[src/rtl/adder_dft_pkg.sv]
`default_nettype none
// ============================================================================
// Module      : adder_dft_pkg
// Description : Shared types and constants for the ripple-adder DFT stimulus.
// Revision    : 1.0 - initial release
// ============================================================================
package adder_dft_pkg;

  typedef enum logic [1:0] {
    IDLE = 2'd0,
    RUN  = 2'd1,
    DONE = 2'd2
  } state_t;

  localparam logic MODE_EXH  = 1'b0;
  localparam logic MODE_LFSR = 1'b1;

  localparam logic [7:0] c_LFSR_TAPS_DEFAULT = 8'hB8;
  localparam logic [7:0] c_SEED_DEFAULT      = 8'h01;

endpackage : adder_dft_pkg
`default_nettype wire

[src/rtl/galois_lfsr.sv]
`default_nettype none
// ============================================================================
// Module      : galois_lfsr
// Description : Right-shift Galois LFSR with synchronous load and step enables.
// Revision    : 1.0 - initial release
// ============================================================================
module galois_lfsr #(
  parameter int               WIDTH     = 8,
  parameter logic [WIDTH-1:0] TAPS      = 8'hB8,
  parameter logic [WIDTH-1:0] RESET_VAL = 8'h01
) (
  input  logic             clk,
  input  logic             rst,
  input  logic             i_load,
  input  logic [WIDTH-1:0] i_load_val,
  input  logic             i_step,
  output logic [WIDTH-1:0] o_next
);

  logic [WIDTH-1:0] r_lfsr;

  assign o_next = r_lfsr[0] ? ((r_lfsr >> 1) ^ TAPS) : (r_lfsr >> 1);

  // Load takes priority so a new run always starts from its seed.
  always_ff @(posedge clk) begin
    if (rst) begin
      r_lfsr <= RESET_VAL;
    end else if (i_load) begin
      r_lfsr <= i_load_val;
    end else if (i_step) begin
      r_lfsr <= o_next;
    end
  end

endmodule : galois_lfsr
`default_nettype wire

[src/rtl/adder_stim_gen.sv]
`default_nettype none
// ============================================================================
// Module      : adder_stim_gen
// Description : Valid/ready 2-bit stimulus source (exhaustive or LFSR) for the
//               ripple-adder DFT chain.
// Revision    : 1.0 - initial release
// ============================================================================
module adder_stim_gen
  import adder_dft_pkg::*;
#(
  parameter int                LFSR_W       = 8,
  parameter logic [LFSR_W-1:0] LFSR_TAPS    = c_LFSR_TAPS_DEFAULT,
  parameter logic [LFSR_W-1:0] SEED_DEFAULT = c_SEED_DEFAULT,
  parameter int                CNT_W        = 16
) (
  input  logic              clk,
  input  logic              rst,
  input  logic              i_start,
  input  logic              i_mode,
  input  logic [LFSR_W-1:0] i_seed,
  input  logic [CNT_W-1:0]  i_num_patterns,
  output logic              o_pin_a,
  output logic              o_pin_b,
  output logic              o_pat_valid,
  input  logic              i_pat_ready,
  output logic [CNT_W-1:0]  o_pat_index,
  output logic              o_busy,
  output logic              o_done
);

  localparam logic [CNT_W-1:0] c_ONE = {{(CNT_W-1){1'b0}}, 1'b1};

  state_t            r_state;
  state_t            w_state_next;
  logic              r_mode;
  logic [CNT_W-1:0]  r_num;
  logic [CNT_W-1:0]  r_index;
  logic [1:0]        r_cnt;
  logic              r_pin_a;
  logic              r_pin_b;
  logic              r_valid;
  logic              w_xfer;
  logic              w_last;
  logic              w_lfsr_load;
  logic              w_lfsr_step;
  logic [LFSR_W-1:0] w_seed_eff;
  logic [LFSR_W-1:0] w_lfsr_next;
  logic [1:0]        w_cnt_next;
  logic              w_unused_lfsr;

  assign w_seed_eff    = (i_seed == '0) ? SEED_DEFAULT : i_seed;
  assign w_xfer        = r_valid && i_pat_ready;
  assign w_last        = (r_index == (r_num - c_ONE));
  assign w_cnt_next    = r_cnt + 2'd1;
  assign w_unused_lfsr = ^w_lfsr_next[LFSR_W-1:2];

  galois_lfsr #(
    .WIDTH     (LFSR_W),
    .TAPS      (LFSR_TAPS),
    .RESET_VAL (SEED_DEFAULT)
  ) u_lfsr (
    .clk        (clk),
    .rst        (rst),
    .i_load     (w_lfsr_load),
    .i_load_val (w_seed_eff),
    .i_step     (w_lfsr_step),
    .o_next     (w_lfsr_next)
  );

  always_ff @(posedge clk) begin
    if (rst) begin
      r_state <= IDLE;
    end else begin
      r_state <= w_state_next;
    end
  end

  always_comb begin
    w_state_next = r_state;
    w_lfsr_load  = 1'b0;
    w_lfsr_step  = 1'b0;
    case (r_state)
      IDLE: begin
        if (i_start) begin
          w_lfsr_load  = 1'b1;
          w_state_next = (i_num_patterns == '0) ? DONE : RUN;
        end
      end
      RUN: begin
        if (w_xfer) begin
          if (w_last) begin
            w_state_next = DONE;
          end else begin
            w_lfsr_step = 1'b1;
          end
        end
      end
      DONE:    w_state_next = IDLE;
      default: w_state_next = IDLE;
    endcase
  end

  // Pattern registers are loaded with the value the generator will hold after
  // this edge, so the presented pins always match the generator state.
  always_ff @(posedge clk) begin
    if (rst) begin
      r_mode  <= MODE_EXH;
      r_num   <= '0;
      r_index <= '0;
      r_cnt   <= 2'd0;
      r_pin_a <= 1'b0;
      r_pin_b <= 1'b0;
      r_valid <= 1'b0;
    end else begin
      case (r_state)
        IDLE: begin
          if (i_start) begin
            r_mode  <= i_mode;
            r_num   <= i_num_patterns;
            r_index <= '0;
            r_cnt   <= 2'd0;
            r_valid <= (i_num_patterns != '0);
            if (i_mode == MODE_LFSR) begin
              r_pin_a <= w_seed_eff[0];
              r_pin_b <= w_seed_eff[1];
            end else begin
              r_pin_a <= 1'b0;
              r_pin_b <= 1'b0;
            end
          end
        end
        RUN: begin
          if (w_xfer) begin
            if (w_last) begin
              r_valid <= 1'b0;
            end else begin
              r_index <= r_index + c_ONE;
              r_cnt   <= w_cnt_next;
              if (r_mode == MODE_LFSR) begin
                r_pin_a <= w_lfsr_next[0];
                r_pin_b <= w_lfsr_next[1];
              end else begin
                r_pin_a <= w_cnt_next[0];
                r_pin_b <= w_cnt_next[1];
              end
            end
          end
        end
        default: r_valid <= 1'b0;
      endcase
    end
  end

  assign o_pin_a     = r_pin_a;
  assign o_pin_b     = r_pin_b;
  assign o_pat_valid = r_valid;
  assign o_pat_index = r_index;
  assign o_busy      = (r_state == RUN);
  assign o_done      = (r_state == DONE);

endmodule : adder_stim_gen
`default_nettype wire

[config.mk]
export PLATFORM = sky130hd
export DESIGN_NAME = adder_stim_gen
export DESIGN_NICKNAME = d
export VERILOG_FILES = /design/src/rtl/adder_dft_pkg.sv /design/src/rtl/galois_lfsr.sv /design/src/rtl/adder_stim_gen.sv
export SDC_FILE = /design/constraint.sdc
export NUM_CORES = 1
export LEC_CHECK = 0
export ABC_AREA = 1
export CORE_AREA = 3 3 66 98
export CTS_CLUSTER_DIAMETER = 120
export DETAILED_ROUTE_END_ITERATION = 7
export DIE_AREA = 0 0 69 101
export DONT_BUFFER_PORTS = 1
export PLACE_DENSITY = 0.77
export SYNTH_ARGS = -nofsm -noshare
export SYNTH_HDL_FRONTEND = slang
export SYNTH_HIERARCHICAL = 1
export SYNTH_SLANG_ARGS = --single-unit
[constraint.sdc]
create_clock -name clk -period 2.9 [get_ports clk]
set_input_delay 0.58 -clock clk [delete_from_list [all_inputs] [get_ports clk]]
set_output_delay 0.58 -clock clk [all_outputs]
set_load 0.05 [all_outputs]
# == Word level (Yosys, flattened, before mapping) ==
# Index checks and enable logic that the tools add are counted.
# word_totals
register_bits,48
inputBits,29
out_inout_bits,21
word_cells,68
# op_classes
addsub,3
n_eq_ne,7
muxes,38
n_bitwise,1
n_reduce_logical,10
# op_table
op,n
$mux 16,3
$mux 8,4
$pmux 16 s2,1
$mux 1,18
$add 16x1->16 const B,1
$eq 16x16->1,1
$logic_not 16->1,1
$reduce_bool 16->1,1
$sub 16x1->16 const B,1
$mux 2,7
$logic_not 8->1,1
$pmux 2 s2,2
$pmux 1 s2,3
$ne 2x1->1 const B,2
$ne 2x2->1 const B,2
$not 3->4,1
$reduce_and 4->1,1
$reduce_bool 2->1,2
$reduce_and 3->1,1
$add 2x1->2 const B,1
$eq 2x1->1 const B,1
$eq 2x2->1 const B,1
$logic_not 2->1,1
$reduce_and 2->1,1
$logic_and 1x1->1,1

# == Longest topological paths before layout ==
# Gate-level depths: netlist (run 1).
# depth
depth_word,7
mapped_depth,19
depth_no_buf,19

# == Cells and area by module ==
# The synthesis (run 1) kept the hierarchy.
# modules_own_cells
module,n_inst,cells_per_inst,area_per_inst_um2,seq_area_each_um2
adder_stim_gen,1,418,2591.2,780.7
galois_lfsr,1,75,479.2,160.2

# == Worst setup path before layout (run 1) ==
# No wires, ideal clock.
# synth_path
path_kind,register -> register
startpoint,register r_state[0]
endpoint,register u_lfsr.r_lfsr[3]
setup_ns,0.120
t_arrival_ns,2.943
required_ns,2.780
setup_slack_ns,-0.163
path_stages_with_launch,11
path_buffers,1
synth_period_minus_slack_ns,3.063
path_cell_list,dfxtp_1 -> inv_1 -> nor2_1 -> inv_1 -> clkbuf_1 -> a21oi_1 -> inv_1 -> nor2_1 -> nor2_2 -> a21oi_1 -> a21oi_1
# synth_between
elab_chain_cells,3
word_cells_on_any_way,6
cone_classes,eq/ne (1); mux (3); reduce/logical (2)
# synth_lines
element,line,text
"start, declared",adder_stim_gen.sv:33,state_t r_state;
"start signal, assigned",adder_stim_gen.sv:74,r_state <= w_state_next;
$eq 2x1->1,--,
named net o_busy,adder_stim_gen.sv:27,"output logic o_busy,"
$mux 1,adder_stim_gen.sv:82,case (r_state)
named net w_lfsr_step,adder_stim_gen.sv:45,logic w_lfsr_step;
$reduce_bool 2->1 (no line),--,
"end signal, assigned",galois_lfsr.sv:29,r_lfsr <= i_load_val;
"end signal, assigned",galois_lfsr.sv:31,r_lfsr <= o_next;
"end, declared",galois_lfsr.sv:20,logic [WIDTH-1:0] r_lfsr;
# The timed path passes the listed nets, and every way through them passes these cells.
# A chain may end at the register's enable or synchronous reset.

# == Worst setup path in the final report (run 1) ==
# layout_path
startpoint,register r_num[0]
endpoint,register u_lfsr.r_lfsr[4]
# layout_between
elab_chain_cells,6
# layout_lines
element,line,text
"start, declared",adder_stim_gen.sv:36,logic [CNT_W-1:0] r_num;
"start signal, assigned",adder_stim_gen.sv:119,r_num <= i_num_patterns;
$sub 16x1->16,adder_stim_gen.sv:53,assign w_last = (r_index == (r_num - c_ONE));
$eq 16x16->1,adder_stim_gen.sv:53,
$mux 1,adder_stim_gen.sv:91,if (w_last) begin
$mux 1,adder_stim_gen.sv:90,if (w_xfer) begin
$mux 1,adder_stim_gen.sv:82,
named net w_lfsr_step,adder_stim_gen.sv:45,
$reduce_bool 2->1 (no line),--,
# The timed path passes the listed nets, and every way through them passes these cells.

==> run metrics, run 1 <==
worst r2r src=r_num[0]$_SDFFE_PP0P_; Setup CP Type=reg -> reg; Antenna diodes=0; Horiz. Die Dim=69 µm; worst reg2reg path depth=16; DR DRC count=0; Worst-Margin Slew=0.568 ns; final hold vios=0; CP arrival=2.67 ns; Gates resized, CTS repair=0; max_slew headroom=0.621; design area=0.00330 mm²; layout cells sized above 1=0.0935; # H-tree levels=2; worst-case hold path end point=o_pat_index[8]$_SDFFE_PP0P_; GRT Util Overall=0.232; vias per inst=5.32; largest net degree at the start of global routing=29; final setup fails=0; Clock Latency Late Sink=0.31 ns; Setup TNS=0 ns; Root Driver=clkbuf_8; total grt overflow=0; Cell Area, Synth=0.00303 mm²; Yosys warning total=6; Worst R2R Setup Slack=0.47 ns; Mapped Cells=487; Mapped Nets=518; hold depth=1; hold crit path type=in -> reg; setup bufs post-CTS=0; RSZ-0062 raised after global routing=no; WL final=7840 µm; hold path startpoint=rst; fill count=590; drt pass-1 iters=4; initial antenna violation count=0; fin nets=522; Tmin final=2.43 ns; Clock Skew=0.00732 ns; CTS Hold Bufs=0; die height=101 µm; CTS sink cnt=47; WL/cell=13.9 µm; area of placed instances=0.00317 mm²; cts bufs inserted=5; # port buffers=0; HPWL after DPL=6040 µm; max-cap violations=0; io pins=50; Longest Clk Path Bufs=2; CP Capture Type=register; die area=0.00697 mm²; Syn Area/Cell=6.22 µm²; Worst Path Required=3.14 ns; fin crit share=0.837; gpl congestion=0.917; Clock Pin Slew Worst Setup and Hold Paths=0.09 ns; iteration-0 DRC count of the detailed router=266; startpoint types=register; utilization after layout=0.571; CTS tree=yes; Core ar.=0.00579 mm²; CP Max Fanout=6; DR vias=3003; LEAKAGE=0.00147 µW; Starting Density=0.524; status=complete, no violations; FMAX=412 MHz; Power Dens Cells=620 mW/mm²; area grow syn2layout=9.05%; Cell Rows=34; reg2reg end=u_lfsr/r_lfsr[4]$_SDFFE_PP0P_; Routed Antenna Nets=0; first-pass GRT wire length=13100 µm; VDD IR max=395 µV; vias in the first global route=2920; max-slew violations=0
critical path, cell delays in order, from the launching register on:
cell	delay (ns)
dfxtp_1	0.33
inv_1	0.10
ha_1	0.24
nand2_2	0.11
nor2_2	0.17
nand3_1	0.10
nand2_1	0.07
nor2_1	0.05
nand3_1	0.09
nor2_2	0.05
a21oi_1	0.21
inv_1	0.06
nor2_1	0.33
inv_2	0.08
nor2_4	0.12
nand3_1	0.09
a21oi_1	0.16
sequential cells by signal, indices dropped and copies added (netlist names):
name	cells
r_state	2
u_lfsr/r_lfsr	8
o_pat_index	16
r_cnt	2
o_pin_b	1
r_num	16
o_pin_a	1
r_mode	1
per-stage QoR:
step | worst slack (ns) | cells | hold slack [ns] | total power [µW]
after floorplan | 0.146 | 487 | 0.452 | 1350
after global placement | 0.599 | 556 | 0.479 | 1460
after detailed placement | 0.508 | 556 | 0.485 | 1470
after CTS | 0.466 | 564 | 0.317 | 2060
after global routing | 0.208 | 564 | 0.311 | 2190
final | 0.472 | 564 | 0.322 | 2050
worst max path at each step:
stage                                 start                       endpoint  slack [ns]
detailed placement    r_num[0]$_SDFFE_PP0P_  u_lfsr/r_lfsr[4]$_SDFFE_PP0P_        0.51
finish                r_num[0]$_SDFFE_PP0P_  u_lfsr/r_lfsr[4]$_SDFFE_PP0P_        0.47
global route          r_num[0]$_SDFFE_PP0P_  u_lfsr/r_lfsr[6]$_SDFFE_PP0P_        0.21
CTS                   r_num[0]$_SDFFE_PP0P_  u_lfsr/r_lfsr[4]$_SDFFE_PP0P_        0.47
global placement      r_num[0]$_SDFFE_PP0P_  u_lfsr/r_lfsr[6]$_SDFFE_PP0P_        0.60
floorplan           r_state[0]$_SDFFE_PP0P_  u_lfsr/r_lfsr[3]$_SDFFE_PP0P_        0.15
layout by cell type, fill, tap and decap left out, types with 2 or more instances in the layout:
master	instances
a21oi_1	35
buf_4	22
bufinv_16	2
clkbuf_8	5
dfxtp_1	47
ha_1	2
inv_1	61
nand2_1	105
nand2_2	2
nand3_1	50
nand4_1	6
nor2_1	71
nor2_2	7
nor2_4	3
nor3_1	4
nor4_1	8
o21ai_0	22
xnor2_1	7
xor2_1	21
layout make-up:
class                   instances  area, µm²  area share
clock buffers                   5       68.8      0.0208
clock inverters                 3       67.6      0.0205
inverters                      63        236      0.0716
multi-input cells             352       1730       0.525
flip-flops and latches         47        941       0.285
well taps                      72       90.1      0.0273
repair buffers                 22        165      0.0500
power breakdown:
part           total (µW)  internal (µW)  switching, µW
sequential            800            714           86.5
clock                 585            344            241
combinational         662            216            446
total                2050           1270            773
metal layers:
metal | up-vias | wire length (µm) | global-route usage
met5 | - | 0 | 0
met4 | 0 | 257 | 0.132
met3 | 20 | 379 | 0.0419
met2 | 96 | 4320 | 0.440
met1 | 1347 | 2890 | 0.235
li1 | 1540 | - | -
No activity file was read; power rests on OpenSTA's default activity.
==> run 2, diff against run 1 <==
--- a/config.mk
+++ b/config.mk
@@ -11,7 +11,7 @@
 export DETAILED_ROUTE_END_ITERATION = 7
 export DIE_AREA = 0 0 69 101
 export DONT_BUFFER_PORTS = 1
-export PLACE_DENSITY = 0.77
+export PLACE_DENSITY = 0.8
 export SYNTH_ARGS = -nofsm -noshare
 export SYNTH_HDL_FRONTEND = slang
 export SYNTH_HIERARCHICAL = 1
==> constraint.sdc (replaced) <==
create_clock -name clk -period 1.99 [get_ports clk]
set_input_delay 0.398 -clock clk [delete_from_list [all_inputs] [get_ports clk]]
set_output_delay 0.398 -clock clk [all_outputs]
set_load 0.05 [all_outputs]
==> run 2 against run 1 <==
- highest routed layer unchanged
- global-route usage grew 1.6 points
- sequential power rose by 50%
- via count rose by 8.5%
- the run now ends with negative setup slack left
- routed wire length increased by 12%
- critical endpoint is now o_pin_b$_SDFFE_PP0P_
- clock-buffer cell count is 3 higher
==> run metrics, run 2 (synthesis gave the netlist of run 1 again) <==
CP most frequent cell=nand2_1 (was nand3_1); total grt overflow=0 (unchanged); crit-path max cell delay=0.34 ns (was 0.33 ns); failing checks=negative setup slack; iteration-0 DRC count of the detailed router=278 (was 266); reg2reg end=o_pin_b$_SDFFE_PP0P_ (was u_lfsr/r_lfsr[4]$_SDFFE_PP0P_); first-pass GRT wire length=14200 µm (was 13100 µm); max_slew headroom=0.651 (was 0.621); DR vias=3257 (was 3003); layout cells sized above 1=0.217 (was 0.0935); max-slew violations=0 (unchanged); max-cap violations=0 (unchanged); Clock Skew=0.0145 ns (was 0.00732 ns); CTS tree=yes (unchanged); Core ar.=0.00579 mm² (unchanged); Fin Hold WS=0.134 ns (was 0.322 ns); hold path startpoint=rst (unchanged); CP Max Fanout=6 (unchanged); Worst R2R Setup Slack=-0.22 ns (was 0.47 ns); # port buffers=0 (unchanged); Setup CP Type=reg -> reg (unchanged); CTS sink cnt=47 (unchanged); GRT Util Overall=0.248 (was 0.232); die area=0.00697 mm² (unchanged); Clock Latency Late Sink=0.31 ns (about the same); gpl congestion=0.941 (was 0.917); area of placed instances=0.00332 mm² (was 0.00317 mm²); hold depth=1 (unchanged); Tmin final=2.21 ns (was 2.43 ns); worst reg2reg path depth=15 (was 16); fin nets=545 (was 522); commonest non-fill, non-tap cell in the layout=nand2_1 (unchanged); Longest Clk Path Bufs=2 (unchanged); area grow syn2layout=21.4% (was 9.05%); die height=101 µm (unchanged); Horiz. Die Dim=69 µm (unchanged); largest net degree at the start of global routing=29 (unchanged); vias in the first global route=3141 (was 2920); Setup TNS=-4.87 ns (was 0 ns); final setup fails=28 (was 0); Starting Density=0.524 (unchanged); Worst Path Required=2.23 ns (was 3.14 ns); VDD IR max=791 µV (was 395 µV); worst r2r src=r_num[3]$_SDFFE_PP0P_ (was r_num[0]$_SDFFE_PP0P_); WL final=8760 µm (was 7840 µm); Routed Antenna Nets=0 (unchanged); HPWL after DPL=6280 µm (was 6040 µm); status=complete, but fails checks (was complete, no violations); Worst-Margin Slew=0.523 ns (was 0.568 ns); Slowest-stage cell, CP=dfxtp_1 (unchanged); # H-tree levels=2 (unchanged); io pins=50 (unchanged); FMAX=452 MHz (was 412 MHz); CP Capture Type=register (unchanged); Antenna diodes=0 (unchanged); vias per inst=5.55 (was 5.32); post-route worst setup slack=-0.221 ns (was 0.472 ns); CP arrival=2.45 ns (was 2.67 ns); LEAKAGE=0.00161 µW (was 0.00147 µW); RSZ-0062 raised after global routing=yes (was no); Crit path max-delay family=simple AND/OR/NAND/NOR gates (unchanged); CP bufs+invs=5 (was 3); startpoint types=register (unchanged); worst-case hold path end point=o_pat_index[12]$_SDFFE_PP0P_ (was o_pat_index[8]$_SDFFE_PP0P_); design area=0.00368 mm² (was 0.00330 mm²); cts bufs inserted=5 (unchanged); Clock Pin Slew Worst Setup and Hold Paths=0.10 ns (was 0.09 ns); Cell Chain, Critical Path=buf_4 > inv_1 > nand2_1 > nand2_1 > xor2_1 > nand2_1 > inv_1 > nand4_1 > nor2_4 > buf_6 > nand3_4 > buf_8 > nand3_1 > nand2_1 > nor2_1 (was inv_1 > ha_1 > nand2_2 > nor2_2 > nand3_1 > nand2_1 > nor2_1 > nand3_1 > nor2_2 > a21oi_1 > inv_1 > nor2_1 > inv_2 > nor2_4 > nand3_1 > a21oi_1); WL/cell=14.9 µm (was 13.9 µm); Root Driver=clkbuf_8 (unchanged); hold crit path type=in -> reg (unchanged); utilization after layout=0.635 (was 0.571); initial antenna violation count=0 (unchanged); most frequent cells in the layout=101 x nand2_1, 63 x nor2_1, 56 x inv_1 (was 105 x nand2_1, 71 x nor2_1, 61 x inv_1); drt pass-1 iters=4 (unchanged); fin crit share=1.11 (was 0.837); final hold vios=0 (unchanged); DR DRC count=0 (unchanged); Power Dens Cells=831 mW/mm² (was 620 mW/mm²); Cell Rows=34 (unchanged)
## run 2: changes by cell type in the layout (fill, tap and decap cells not counted), moves of 7 or more
cell | previous run | this run
nor2_4 | 3 | 13
dfxtp_2 | 0 | 12
a21oi_1 | 35 | 28
dfxtp_1 | 47 | 34
buf_4 | 22 | 37
nor2_1 | 71 | 63
a21oi_2 | 0 | 7
## run 2: worst max path at each step
| stage | slack (ns) | cells past startpoint | from | endpoint |
|---|---|---|---|---|
| 2_1_floorplan | 0.005 | 13 | o_pat_index[8]$_SDFFE_PP0P_ | u_lfsr/r_lfsr[1]$_SDFFE_PP0P_ |
| 3_3_place_gp | -0.13 | 16 | r_num[1]$_SDFFE_PP0P_ | u_lfsr/r_lfsr[2]$_SDFFE_PP0P_ |
| 3_5_place_dp | -0.26 | 16 | r_num[1]$_SDFFE_PP0P_ | u_lfsr/r_lfsr[1]$_SDFFE_PP0P_ |
| 4_1_cts | -0.11 | 17 | r_num[1]$_SDFFE_PP0P_ | u_lfsr/r_lfsr[5]$_SDFFE_PP0P_ |
| 5_1_grt | -0.40 | 15 | r_num[3]$_SDFFE_PP0P_ | o_pat_index[1]$_SDFFE_PP0P_ |
| 6_report | -0.22 | 15 | r_num[3]$_SDFFE_PP0P_ | o_pin_b$_SDFFE_PP0P_ |
## run 2: through the flow
stage                     power [µW]  setup slack (ns)  cells
final                           3050            -0.221    587
after global routing            3250            -0.397    587
after CTS                       2960            -0.113    583
after detailed placement        2240            -0.259    572
after global placement          2200            -0.135    572
after floorplan                 1980           0.00520    487
## run 2: power by group
part,total [µW],leakage [µW],internal [µW],switching (µW)
registers,1200,0.000392,1040,156
logic,1210,0.00117,446,763
clock network,646,0.0000515,318,328
## run 2: cell type report
cell class,count,area [µm²]
multi-input cells,354,1930
repair buffers,43,363
clock buffers,8,100
well taps,72,90.1
inverters,63,236
fillers,506,2110
flip-flops and latches,47,960
## run 2: timing repair
action / 4_1_cts / 5_1_grt
hold buffers: 0 / 0
cloned: 0 / 3
setup endpoints to repair: 28 / 30
pin swaps: 17 / 20
hold endpoints to repair: 0 / 0
resized for setup: 26 / 26
setup buffers: 3 / 2
## run 2: per-layer routing
layer,global-route usage,up-vias,share of wire
li1,-,1593,-
met1,0.257,1504,0.36
met2,0.471,125,0.53
met3,0.0549,35,0.061
met4,0.116,0,0.049
met5,0,-,0
## run 2: worst reg2reg max path: stages, from the launching register on
cell     delay [ns]
dfxtp_1        0.34
buf_4          0.16
inv_1          0.10
nand2_1        0.07
nand2_1        0.11
xor2_1         0.21
nand2_1        0.07
inv_1          0.05
nand4_1        0.15
nor2_4         0.17
buf_6          0.11
nand3_4        0.17
buf_8          0.21
nand3_1        0.06
nand2_1        0.06
nor2_1         0.09
